===== config.mk =====
export PLATFORM = sky130hd
export DESIGN_NAME = conv_window3x3_flat
export DESIGN_NICKNAME = d
export VERILOG_FILES = /design/src/rtl/conv_pkg.sv /design/src/rtl/conv_window3x3_if.sv /design/src/rtl/win_row_shift.sv /design/src/rtl/conv_window3x3.sv /design/src/flat_wrapper.sv
export SDC_FILE = /design/constraint.sdc
export NUM_CORES = 1
export LEC_CHECK = 0
export ABC_AREA = 1
export BUFFER_PORTS_ARGS = -buffer_cell sky130_fd_sc_hd__clkbuf_2
export CORE_AREA = 2 2 315 317
export DETAILED_ROUTE_END_ITERATION = 12
export DIE_AREA = 0 0 317 319
export PLACE_DENSITY_LB_ADDON = 0.2
export SYNTH_ARGS = -nofsm -noshare
export SYNTH_HDL_FRONTEND = slang
export SYNTH_SLANG_ARGS = --single-unit

===== constraint.sdc =====
create_clock -name clk -period 3.58 [get_ports clk]
set_input_delay 0.358 -clock clk [delete_from_list [all_inputs] [get_ports clk]]
set_output_delay 0.358 -clock clk [all_outputs]
set_load 0.1 [all_outputs]

===== src/rtl/conv_pkg.sv =====
// Shared constants, FSM state type and tap indexing for the 3x3 window block.
package conv_pkg;
   localparam int DATA_W  = 64;
   localparam int DIM_W   = 9;
   localparam int MIN_DIM = 3;

   typedef enum logic {
      IDLE   = 1'b0,
      ACTIVE = 1'b1
   } state_t;

   // Flat tap number of window position (r,c); r=0 top/oldest row, c=0 leftmost/oldest column.
   function automatic int tap_idx(input int r, input int c);
      return 3 * r + c;
   endfunction
endpackage


===== src/rtl/conv_window3x3_if.sv =====
// Pixel-in / window-out bundle between the line-buffer front end and the MAC array.
interface conv_window3x3_if
   import conv_pkg::*;
#(
   parameter int DataWidth = DATA_W,
   parameter int DimWidth  = DIM_W
);
   logic                   start;
   logic [DimWidth-1:0]    img_width;
   logic [DimWidth-1:0]    img_height;
   logic                   in_valid;
   logic [DataWidth-1:0]   din_row0;
   logic [DataWidth-1:0]   din_row1;
   logic [DataWidth-1:0]   din_row2;
   logic [DimWidth-1:0]    line_len;
   logic                   win_valid;
   logic [9*DataWidth-1:0] win;
   logic [DimWidth-1:0]    win_row;
   logic [DimWidth-1:0]    win_col;
   logic                   frame_done;
   logic                   err;

   modport master (
      output start, img_width, img_height, in_valid, din_row0, din_row1, din_row2,
      input  line_len, win_valid, win, win_row, win_col, frame_done, err
   );

   modport slave (
      input  start, img_width, img_height, in_valid, din_row0, din_row1, din_row2,
      output line_len, win_valid, win, win_row, win_col, frame_done, err
   );
endinterface


===== src/rtl/win_row_shift.sv =====
// One window row: three taps shifting toward tap 0 (oldest) when enabled.
module win_row_shift #(
   parameter int DataWidth = 64
) (
   input  logic                      clk,
   input  logic                      rst,
   input  logic                      en,
   input  logic [DataWidth-1:0]      din,
   output logic [2:0][DataWidth-1:0] taps
);
   always_ff @(posedge clk) begin
      if (rst) begin
         taps <= '0;
      end else if (en) begin
         taps[0] <= taps[1];
         taps[1] <= taps[2];
         taps[2] <= din;
      end
   end
endmodule


===== src/rtl/conv_window3x3.sv =====
// 3x3 sliding window over a raster stream plus its two line-delayed copies.
// Registered outputs, one pixel per cycle, one-cycle latency, no backpressure.
module conv_window3x3
   import conv_pkg::*;
#(
   parameter int DataWidth = DATA_W,
   parameter int DimWidth  = DIM_W
) (
   input logic            clk,
   input logic            rst,
   conv_window3x3_if.slave bus
);
   localparam logic [DimWidth-1:0] ONE   = DimWidth'(1);
   localparam logic [DimWidth-1:0] TWO   = DimWidth'(2);
   localparam logic [DimWidth-1:0] MIN_D = DimWidth'(MIN_DIM);

   state_t                state;
   logic [DimWidth-1:0]   width;
   logic [DimWidth-1:0]   height;
   logic [DimWidth-1:0]   col;
   logic [DimWidth-1:0]   row;
   logic                  win_valid;
   logic [DimWidth-1:0]   win_row;
   logic [DimWidth-1:0]   win_col;
   logic                  frame_done;
   logic                  err;
   logic                  shift_en;
   logic [2:0][DataWidth-1:0] taps [3];

   assign shift_en = (state == ACTIVE) && bus.in_valid;

   // Window row 0 is the oldest line, so it is fed from the twice-delayed stream.
   win_row_shift #(.DataWidth(DataWidth)) u_top (
      .clk(clk), .rst(rst), .en(shift_en), .din(bus.din_row2), .taps(taps[0])
   );
   win_row_shift #(.DataWidth(DataWidth)) u_mid (
      .clk(clk), .rst(rst), .en(shift_en), .din(bus.din_row1), .taps(taps[1])
   );
   win_row_shift #(.DataWidth(DataWidth)) u_bot (
      .clk(clk), .rst(rst), .en(shift_en), .din(bus.din_row0), .taps(taps[2])
   );

   for (genvar r = 0; r < 3; r++) begin : g_row
      for (genvar c = 0; c < 3; c++) begin : g_col
         assign bus.win[tap_idx(r, c)*DataWidth +: DataWidth] = taps[r][c];
      end
   end

   always_ff @(posedge clk) begin
      if (rst) begin
         state      <= IDLE;
         width      <= '0;
         height     <= '0;
         col        <= '0;
         row        <= '0;
         win_valid  <= 1'b0;
         win_row    <= '0;
         win_col    <= '0;
         frame_done <= 1'b0;
         err        <= 1'b0;
      end else begin
         win_valid  <= 1'b0;
         frame_done <= 1'b0;
         err        <= 1'b0;
         case (state)
            IDLE: begin
               if (bus.start) begin
                  if (bus.img_width < MIN_D || bus.img_height < MIN_D) begin
                     err <= 1'b1;
                  end else begin
                     width  <= bus.img_width;
                     height <= bus.img_height;
                     col    <= '0;
                     row    <= '0;
                     state  <= ACTIVE;
                  end
               end
            end
            ACTIVE: begin
               if (!bus.in_valid) begin
                  // A gap desynchronises the external line buffers; the frame is unrecoverable.
                  err   <= 1'b1;
                  state <= IDLE;
               end else begin
                  if (row >= TWO && col >= TWO) begin
                     win_valid <= 1'b1;
                     win_row   <= row - TWO;
                     win_col   <= col - TWO;
                  end
                  if (col == width - ONE) begin
                     col <= '0;
                     row <= row + ONE;
                     if (row == height - ONE) begin
                        frame_done <= 1'b1;
                        state      <= IDLE;
                     end
                  end else begin
                     col <= col + ONE;
                  end
               end
            end
            default: state <= IDLE;
         endcase
      end
   end

   assign bus.line_len   = width;
   assign bus.win_valid  = win_valid;
   assign bus.win_row    = win_row;
   assign bus.win_col    = win_col;
   assign bus.frame_done = frame_done;
   assign bus.err        = err;
endmodule


===== src/flat_wrapper.sv =====
// flat-port wrapper written by rule: the top's interface ports become plain ports
module conv_window3x3_flat import conv_pkg::*;
#(
   parameter int DataWidth = DATA_W,
   parameter int DimWidth  = DIM_W
)
  (clk, rst, bus_start, bus_img_width, bus_img_height, bus_in_valid, bus_din_row0, bus_din_row1, bus_din_row2, bus_line_len, bus_win_valid, bus_win, bus_win_row, bus_win_col, bus_frame_done, bus_err);
  conv_window3x3_if #(.DataWidth(DataWidth), .DimWidth(DimWidth)) bus_i ();
  input logic clk;
  input logic rst;
  input wire logic [$bits(bus_i.start)-1:0] bus_start;
  input wire logic [$bits(bus_i.img_width)-1:0] bus_img_width;
  input wire logic [$bits(bus_i.img_height)-1:0] bus_img_height;
  input wire logic [$bits(bus_i.in_valid)-1:0] bus_in_valid;
  input wire logic [$bits(bus_i.din_row0)-1:0] bus_din_row0;
  input wire logic [$bits(bus_i.din_row1)-1:0] bus_din_row1;
  input wire logic [$bits(bus_i.din_row2)-1:0] bus_din_row2;
  output wire logic [$bits(bus_i.line_len)-1:0] bus_line_len;
  output wire logic [$bits(bus_i.win_valid)-1:0] bus_win_valid;
  output wire logic [$bits(bus_i.win)-1:0] bus_win;
  output wire logic [$bits(bus_i.win_row)-1:0] bus_win_row;
  output wire logic [$bits(bus_i.win_col)-1:0] bus_win_col;
  output wire logic [$bits(bus_i.frame_done)-1:0] bus_frame_done;
  output wire logic [$bits(bus_i.err)-1:0] bus_err;
  assign bus_i.start = bus_start;
  assign bus_i.img_width = bus_img_width;
  assign bus_i.img_height = bus_img_height;
  assign bus_i.in_valid = bus_in_valid;
  assign bus_i.din_row0 = bus_din_row0;
  assign bus_i.din_row1 = bus_din_row1;
  assign bus_i.din_row2 = bus_din_row2;
  assign bus_line_len = bus_i.line_len;
  assign bus_win_valid = bus_i.win_valid;
  assign bus_win = bus_i.win;
  assign bus_win_row = bus_i.win_row;
  assign bus_win_col = bus_i.win_col;
  assign bus_frame_done = bus_i.frame_done;
  assign bus_err = bus_i.err;
  conv_window3x3 #(.DataWidth(DataWidth), .DimWidth(DimWidth)) u_core (.clk(clk), .rst(rst), .bus(bus_i));
endmodule

# Yosys cells after proc, flatten, opt, wreduce, memory -nomap -nowiden
# Index checks and enable logic that the tools add are counted.
# op_classes
add_sub_neg,6
order_cmp,4
eq_ne,6
n_mux,20
n_bitwise,4
n_reduce_logical,9
# op_table
operator,count
9-bit two-way mux,6
9-bit case mux with 2 select lines,2
9-bit by 1-bit adder with 9-bit output (second input constant),2
9-bit == test,2
9-bit by 2-bit greater-or-equal comparator with 1-bit output (second input constant),2
9-bit by 2-bit < comparator with 1-bit output (second input constant),2
9-bit by 1-bit subtractor with 9-bit output (second input constant),2
9-bit by 2-bit subtractor with 9-bit output (second input constant),2
1-bit two-way mux,10
3-bit AND reduction,3
2-bit inequality test (second input constant),4
1-bit NOT,4
1-bit case mux with 2 select lines,2
4-bit AND reduction,1
4-bit OR reduction,1
3-bit OR reduction,1
1-bit logical AND,2
1-bit logical OR,1
# word_totals
regBits,634
input_bits,214
output_inout_bits,606
wordCells,68

# Depth between registers and ports, before layout
# Gate-level depths: netlist of run 1.
# logic_depth
word_depth,6
depth_mapped,16

# By module
# A second synthesis of run 1 with hierarchy kept.
# hier_totals
cells_unflattened,4125
hier_area_um2,27183.6
# by_module_without_submodules
module,n_inst,cells_per_inst,area_each_um2,seq_area_each_um2
win_row_shift,3,1217,7966.4,3843.7
conv_window3x3,1,474,3284.4,1161.1

# Least setup slack after synthesis of run 1
# Ideal clock, no wire load.
# synth_timing
path_type,register to register
startpoint,"reg u_core.width[0], in the netlist u_core.bus.line_len[0]"
endpoint,reg u_core.row[2]
setup_time_ns,0.132
arrival_time_ns,2.465
required_ns,3.448
setup_slack_ns,0.982
stages_incl_launch_ff,15
n_path_buf,0
cell_sequence,dfxtp_1 -> inv_1 -> ha_1 -> nand2_1 -> inv_1 -> nor2_1 -> nand2_1 -> nor2_1 -> nand3_1 -> nor2_1 -> nand2_2 -> nand2_4 -> nand2_4 -> nand2_1 -> a21oi_1
# synth_between
elab_chain_len,4
# synth_rtl
item,line_no,rtl
"start, declared",conv_window3x3.sv:18,logic [DimWidth-1:0] width;
"start signal, assigned",conv_window3x3.sv:71,width <= bus.img_width;
9-bit by 1-bit subtractor with 9-bit output,conv_window3x3.sv:90,if (col == width - ONE) begin
9-bit == test,conv_window3x3.sv:90,
2-bit inequality test (no line),-,
4-bit AND reduction (no line),-,
"end signal, assigned",conv_window3x3.sv:92,row <= row + ONE;
"end, declared",conv_window3x3.sv:21,logic [DimWidth-1:0] row;
# No other way between the ends.
# A chain may end at the register's enable or synchronous reset.

# Worst setup path in the final report of run 1
# layout_timing
startpoint,reg u_core.col[1]
endpoint,"reg u_core.win_row[2], in the netlist u_core.bus.win_row[2]"
# layout_between
elab_chain_len,3
# layout_rtl
item,line_no,rtl
"start, declared",conv_window3x3.sv:20,logic [DimWidth-1:0] col;
"start signal, assigned",conv_window3x3.sv:98,col <= col + ONE;
9-bit by 2-bit greater-or-equal comparator with 1-bit output,conv_window3x3.sv:85,if (row >= TWO && col >= TWO) begin
1-bit logical AND,conv_window3x3.sv:85,
3-bit AND reduction (no line),-,
"end signal, assigned",conv_window3x3.sv:87,win_row <= row - TWO;
"end, declared",conv_window3x3.sv:23,logic [DimWidth-1:0] win_row;
# No other way between the ends.

==> results of run 1 <==
==> what timing repair did <==
| item | 4_1_cts | 5_1_grt |
|---|---|---|
| hold endpoints to repair | 191 | 0 |
| hold buffers | 191 | 0 |
| setup buffers | 0 | 0 |
==> routing by layer <==
metal | track usage | up-vias
li1 | - | 10100
met1 | 0.186 | 9294
met2 | 0.263 | 689
met3 | 0.0514 | 148
met4 | 0.0629 | 4
met5 | 0 | -
==> cells in the final DEF (no fill, tap or decap), types with 4 or more instances in the layout <==
cell type      instances
a21oi_1               49
buf_12                15
buf_4                 21
bufinv_16              5
clkbuf_1              14
clkbuf_16             79
clkbuf_2             819
clkbuf_8              20
clkinv_2              11
dfxtp_1              634
dlygate4sd3_1        191
ha_1                  10
inv_1                420
inv_2                  8
nand2_1              484
nand2_2                6
nand3_1               51
nand4_1                7
nor2_1                39
nor2_2                 7
nor2_4                 4
nor3_1                11
o21ai_0              403
o22ai_1              197
xnor2_1                5
xor2_1                23
==> area by class of cell <==
cell class                 count  area [sq um]
antenna                        1          2.50
clock buffer                 113          2300
clock inverter                22           285
fill                       10500         66200
inverter                     432          1640
multi-input combinational   1317          6520
sequential                   634         12700
tap                         1287          1610
timing repair buffer        1046          6470
==> flip-flops by register name (all words and copies together) (netlist names) <==
| signal | cells |
|---|---|
| u_core.u_bot.taps | 192 |
| u_core.u_mid.taps | 192 |
| u_core.u_top.taps | 192 |
| u_core.bus.line_len | 9 |
| u_core.bus.win_col | 9 |
| u_core.bus.win_row | 9 |
| u_core.col | 9 |
| u_core.height | 9 |
| u_core.row | 9 |
| u_core.bus.err | 1 |
| u_core.bus.frame_done | 1 |
| u_core.bus.win_valid | 1 |
| u_core.state | 1 |
==> metrics by stage <==
| stage | instance area [sq um] | hold slack [ns] | total power, uW | util |
|---|---|---|---|---|
| global placement | 27000 | 0.438 | 9290 | 0.277 |
| detailed placement | 27000 | 0.444 | 9290 | 0.277 |
| CTS | 31500 | 0.000478 | 17500 | 0.323 |
| global route | 31500 | 0.0337 | 17900 | 0.323 |
| floorplan | 21400 | 0.455 | 8770 | - |
| finish | 31500 | 0.0712 | 17300 | 0.323 |
==> power by group through the flow <==
stage               registers (uW)  clock network, uW  logic (uW)
finish                        7280               7960        2020
global route                  7300               8480        2140
global placement              7440                  0        1860
floorplan                     8280                  0         491
CTS                           7280               8200        2030
detailed placement            7440                  0        1850
==> worst min-delay path by stage <==
stage                                               endpoint  slack, ns  cells past startpoint
after floorplan                u_core.height[8]$_SDFFE_PP0P_       0.45                      2
after global placement    u_core.u_mid.taps[25]$_SDFFE_PP0P_       0.44                      2
after detailed placement  u_core.u_bot.taps[50]$_SDFFE_PP0P_       0.44                      2
after CTS                      u_core.height[5]$_SDFFE_PP0P_     0.0005                      3
after global routing           u_core.height[7]$_SDFFE_PP0P_       0.03                      3
final                          u_core.height[7]$_SDFFE_PP0P_       0.07                      3
==> cell families (layout without fill, tap and decap cells) <==
kind of cell | after synthesis | after routing | synth area share
compound gates | 656 | 656 | 0.167
fa+ha+maj | 10 | 10 | 0.00584
simple gates | 622 | 622 | 0.119
other cells | 0 | 1 | 0
flops | 634 | 634 | 0.593
buf+inv | 577 | 1613 | 0.104
xor+xnor | 29 | 29 | 0.0125
==> worst max-delay path: stages, from the launching register on <==
cell and delay [ns]:
dfxtp_1 0.45, inv_1 0.13, ha_1 0.25, nand2_1 0.08
a21oi_1 0.06, a41oi_4 0.42, nand2_2 0.38, or2_2 0.40
a21oi_1 0.12
==> run_results.csv, run 1 <==
group,metric,value,unit
setup_path,crit_path_end_kind,"register",
hold_path,hp-start,"bus_img_height[7]",
job,maxCapViolCount,0,
synthesis,synth_common_cells,"dfxtp_1, nand2_1, inv_1, o21ai_0, o22ai_1",
cells_and_area,fin_cells,4852,
clock_network,cts_made_buffers,75,
power,pwr-share-comb,0.117,
synthesis,ys_seq_elements,634,
route,ant_nets,0,
setup_path,cp-start-kind,"register",
clock_network,ctsResizeCount,0,
synthesis,postSynthAreaPerCell,8.47,sq um
synthesis,ys_seq_area_frac,0.593,
clock_network,clk_path_buf_depth,3,
cells_and_area,nets,3730,
route,vias,20200,
die,start_util,0.219,
power,p_leak,0.0132,uW
setup_path,r2r_start,"u_core.col[1]$_SDFFE_PP0P_",
die,io-pin-count,820,
hold_path,hp-class,"input pin to register",
sta,fin_setup_tns,0,ns
die,die_x,317,microns
clock_network,clk_pin_slew_worst_paths,0.06,ns
setup_path,reg2reg_depth,8,
placement,place_hpwl,61100,microns
setup_path,crit_start,"u_core.col[1]$_SDFFE_PP0P_",
power,p_clk_frac,0.461,
clock_network,clock_sinks,634,
die,core,0.0977,sq mm
setup_path,r2r_slack,1.21,ns
clock_network,clock-root-buffer,"clkbuf_16",
synthesis,ys_warn_count,0,
setup_path,crit_arrival,2.93,ns
power,peakVddDrop,0.000289,V
sta,tightest_slew,0.742,ns
clock_network,clk-insertion-delay-late,0.64,ns
power,power_density,548,mW/mm^2
global_routing,grt.overflow.total,0,
clock_network,htreeDepth,3,
die,fp.dieArea,0.101,sq mm
sta,final-setup-viol-count,0,
sta,max_freq,422,MHz
synthesis,synth_nets,2752,
placement,placed_cells,4525,
status,status,"complete, no violations",
route,first_pass_iters,5,
placement,dp_slack,1.22,ns
synthesis,synth-edff-count,0,
sta,finalCritPeriodShare,0.663,
sta,finalMaxSlewViolations,0,
sta,clock_skew,0.0273,ns
route,routed_wl,83400,microns
cells_and_area,synthToLayoutAreaGrowth,47.2,%
sta,layout_setup_ws,1.21,ns
power,switchingPower,4770,uW
sta,rsz0062_at_grt,"false",
synthesis,ys_async_sr_fraction,0,
setup_path,r2r_end,"u_core.bus.win_row[2]$_SDFFE_PP0P_",
sta,fin_crit,2.37,ns
power,seq_power_share,0.422,
route,wl_met1,34100,microns
global_routing,grt_pass1_vias,19700,
synthesis,synthCells,2528,
setup_path,critPathKind,"register to register",
synthesis,synth_top_area_frac,0.593,
cells_and_area,drive_above_1_share,0.284,
route,dr_wl_met3,7050,microns
setup_path,timing.critical_path.to,"u_core.bus.win_row[2]$_SDFFE_PP0P_",
synthesis,synth_most_common_cell,"dfxtp_1",
die,rows,115,
global_routing,grt_max_degree,107,
clock_network,cts_tree,"done",
placement,port_buffers,819,
setup_path,critPathMaxFanout,21,
synthesis,syn_area,0.0214,sq mm
sta,hold_viol,0,
synthesis,synth_top_area_cell,"dfxtp_1",
route,route.top_layer_used,"met5",
power,netSwitchingFraction,0.276,
synthesis,ys_top_cells_by_area,"dfxtp_1, o21ai_0, nand2_1",
placement,routabilityCongestion,0.864,
sta,relSlewSlack,0.505,
global_routing,grt_pass1_wl,123000,microns
power,internal_power,12500,uW
setup_path,critPathRequiredTime,4.14,ns
synthesis,ys_types,41,
route,viasPerCell,4.16,
route,wl_met2,39500,microns
synthesis,synth_ff_type,"dfxtp_1",
route,avgRoutedWirePerCell,17.2,microns
global_routing,antenna_found_initial,4,
die,die-height,319,microns
route,drc,0,
route,drt-initial-drc-count,1130,
global_routing,grt_usage,0.158,
(Power assumes the default switching activity.)
==> inputs of run 2 (changes only) <==
- clock period: 3.58 -> 2.4 ns (I/O delays scaled with it)
==> run 2 against run 1 <==
First-iteration DRC count is 10% lower. Clock-buffer cell count is 6 lower. Flip-flop and latch count stayed put. Setup slack worse by 0.82 ns. Via count hardly changed. Sequential share of layout area is 0.25 points lower. Global-route usage is 0.17 points higher. Register-to-register slack worse by 0.82 ns.
==> run_results.csv, run 2 (synthesis gave the netlist of run 1 again) <==
group,metric,value,unit
status,status,"complete, no violations",
route,routed_wl,83700,microns
sta,fin_crit,2.01,ns
sta,fin_setup_tns,0,ns
setup_path,crit_path_end_kind,"register",
global_routing,grt.overflow.total,0,
die,die-height,319,microns
sta,hold_viol,0,
placement,port_buffers,819,
setup_path,slowest_delay,0.32,ns
clock_network,clock_sinks,634,
cells_and_area,top_regs,"u_core.u_bot.taps (192), u_core.u_mid.taps (192), u_core.u_top.taps (192)",
sta,layout_setup_ws,0.391,ns
setup_path,critPathKind,"register to register",
cells_and_area,nets,3764,
placement,routabilityCongestion,0.856,
global_routing,grt_pass1_wl,124000,microns
placement,dp_slack,0.385,ns
setup_path,cp-start-kind,"register",
clock_network,cts_tree,"done",
power,p_leak,0.0133,uW
global_routing,grt_max_degree,109,
sta,clock_skew,0.0180,ns
cells_and_area,antenna_cells,0,
clock_network,ctsResizeCount,0,
route,avgRoutedWirePerCell,17.1,microns
die,rows,115,
die,fp.dieArea,0.101,sq mm
job,maxCapViolCount,0,
placement,place_hpwl,61800,microns
clock_network,clock-root-buffer,"clkbuf_16",
cells_and_area,nFillCells,10500,
cells_and_area,layout_common_cells,"clkbuf_2, dfxtp_1, nand2_1",
clock_network,htreeDepth,3,
die,die_x,317,microns
cells_and_area,mostFrequentLayoutCell,"clkbuf_2",
route,vias,20200,
sta,finalCritPeriodShare,0.837,
clock_network,clk_path_buf_depth,3,
sta,max_freq,498,MHz
cells_and_area,fin_util,0.325,
setup_path,path_delay_family,"simple AND/OR/NAND/NOR gates",
setup_path,crit_chain,"inv_1, ha_1, nand2_2, nor2_4, nand2_1, nand2_1, nand2_1, nand2_1, nand2_1, nor2_1, nand2_2, nand2_4, nand2_4, inv_2, nor2_2, nor2_2",
die,start_util,0.219,
cells_and_area,drive_above_1_share,0.283,
route,drt-initial-drc-count,1013,
route,first_pass_iters,5,
hold_path,hp-class,"input pin to register",
global_routing,grt_usage,0.160,
setup_path,crit_buf_inv,2,
route,viasPerCell,4.14,
setup_path,worst_path_most_repeated_cell,"nand2_1",
setup_path,critPathRequiredTime,2.95,ns
route,drc,0,
sta,tightest_slew,0.764,ns
die,core,0.0977,sq mm
sta,final-setup-viol-count,0,
sta,relSlewSlack,0.491,
sta,finalMaxSlewViolations,0,
clock_network,clk_pin_slew_worst_paths,0.06,ns
route,ant_nets,0,
sta,rsz0062_at_grt,"false",
global_routing,antenna_found_initial,7,
power,p_total,25500,uW
setup_path,cpMaxStageDelayCell,"dfxtp_2",
cells_and_area,synthToLayoutAreaGrowth,48.1,%
global_routing,grt_pass1_vias,20100,
setup_path,crit_arrival,2.56,ns
power,power_density,803,mW/mm^2
clock_network,cts_made_buffers,76,
die,io-pin-count,820,
setup_path,critPathMaxFanout,10,
power,peakVddDrop,0.000499,V
clock_network,clk-insertion-delay-late,0.62,ns
==> run 2: cell types whose count changed in the layout (fill, tap and decap cells not counted), sizes merged <==
cell	change
bufinv	+1
dlygate4sd3	+23
diode	-1
clkbuf	-6
buf	+10
clkinv	+3
==> run 2: worst paths after layout <==
kind / start / to / slack, ns / cells past startpoint
min reg2reg: u_core.u_mid.taps[46]$_SDFFE_PP0P_ / u_core.u_mid.taps[46]$_SDFFE_PP0P_ / 0.45 / 2
max reg2reg: u_core.bus.line_len[0]$_SDFFE_PP0P_ / u_core.row[0]$_SDFFE_PP0P_ / 0.39 / 16
min: rst / u_core.u_top.taps[70]$_SDFFE_PP0P_ / 0.22 / 4
max: u_core.bus.line_len[0]$_SDFFE_PP0P_ / u_core.row[0]$_SDFFE_PP0P_ / 0.39 / 16
==> run 2: timing repair <==
action / CTS / global route
hold buffers: 214 / 0
hold endpoints to repair: 212 / 0
buffers inserted: 0 / 0
==> run 2: stage by stage <==
| stage | area, sq um | instances | hold WS [ns] |
|---|---|---|---|
| after floorplan | 21400 | 2528 | 0.353 |
| after global placement | 27100 | 4535 | 0.437 |
| after detailed placement | 27100 | 4535 | 0.442 |
| after CTS | 31700 | 4882 | 0.182 |
| after global routing | 31700 | 4882 | 0.224 |
| final | 31700 | 4882 | 0.222 |
==> run 2: power by group <==
part	leakage, uW	total [uW]	internal [uW]	switching (uW)
clock network	0.00122	11500	6880	4640
registers	0.00513	10900	10700	131
logic	0.00696	3080	764	2310
==> run 2: routing by layer <==
layer / part of all wire / track usage
met5: 0.00049 / 0
met4: 0.040 / 0.0693
met3: 0.083 / 0.0532
met2: 0.47 / 0.267
met1: 0.40 / 0.184
==> run 2: area by class of cell <==
cell class                      count  area, sq um  share of cell area
Sequential cell                   634        12700               0.400
Timing Repair Buffer             1079         6790               0.214
Multi-Input combinational cell   1317         6520               0.206
Clock buffer                      107         2140              0.0674
Inverter                          432         1640              0.0516
Tap cell                         1287         1610              0.0508
Clock inverter                     26          335              0.0106
==> run 2: tightest hold or removal path, stage by stage <==
cell	delay [ns]
clkbuf_2	0.17
nor2_4	0.09
inv_8	0.18
o22ai_1	0.09
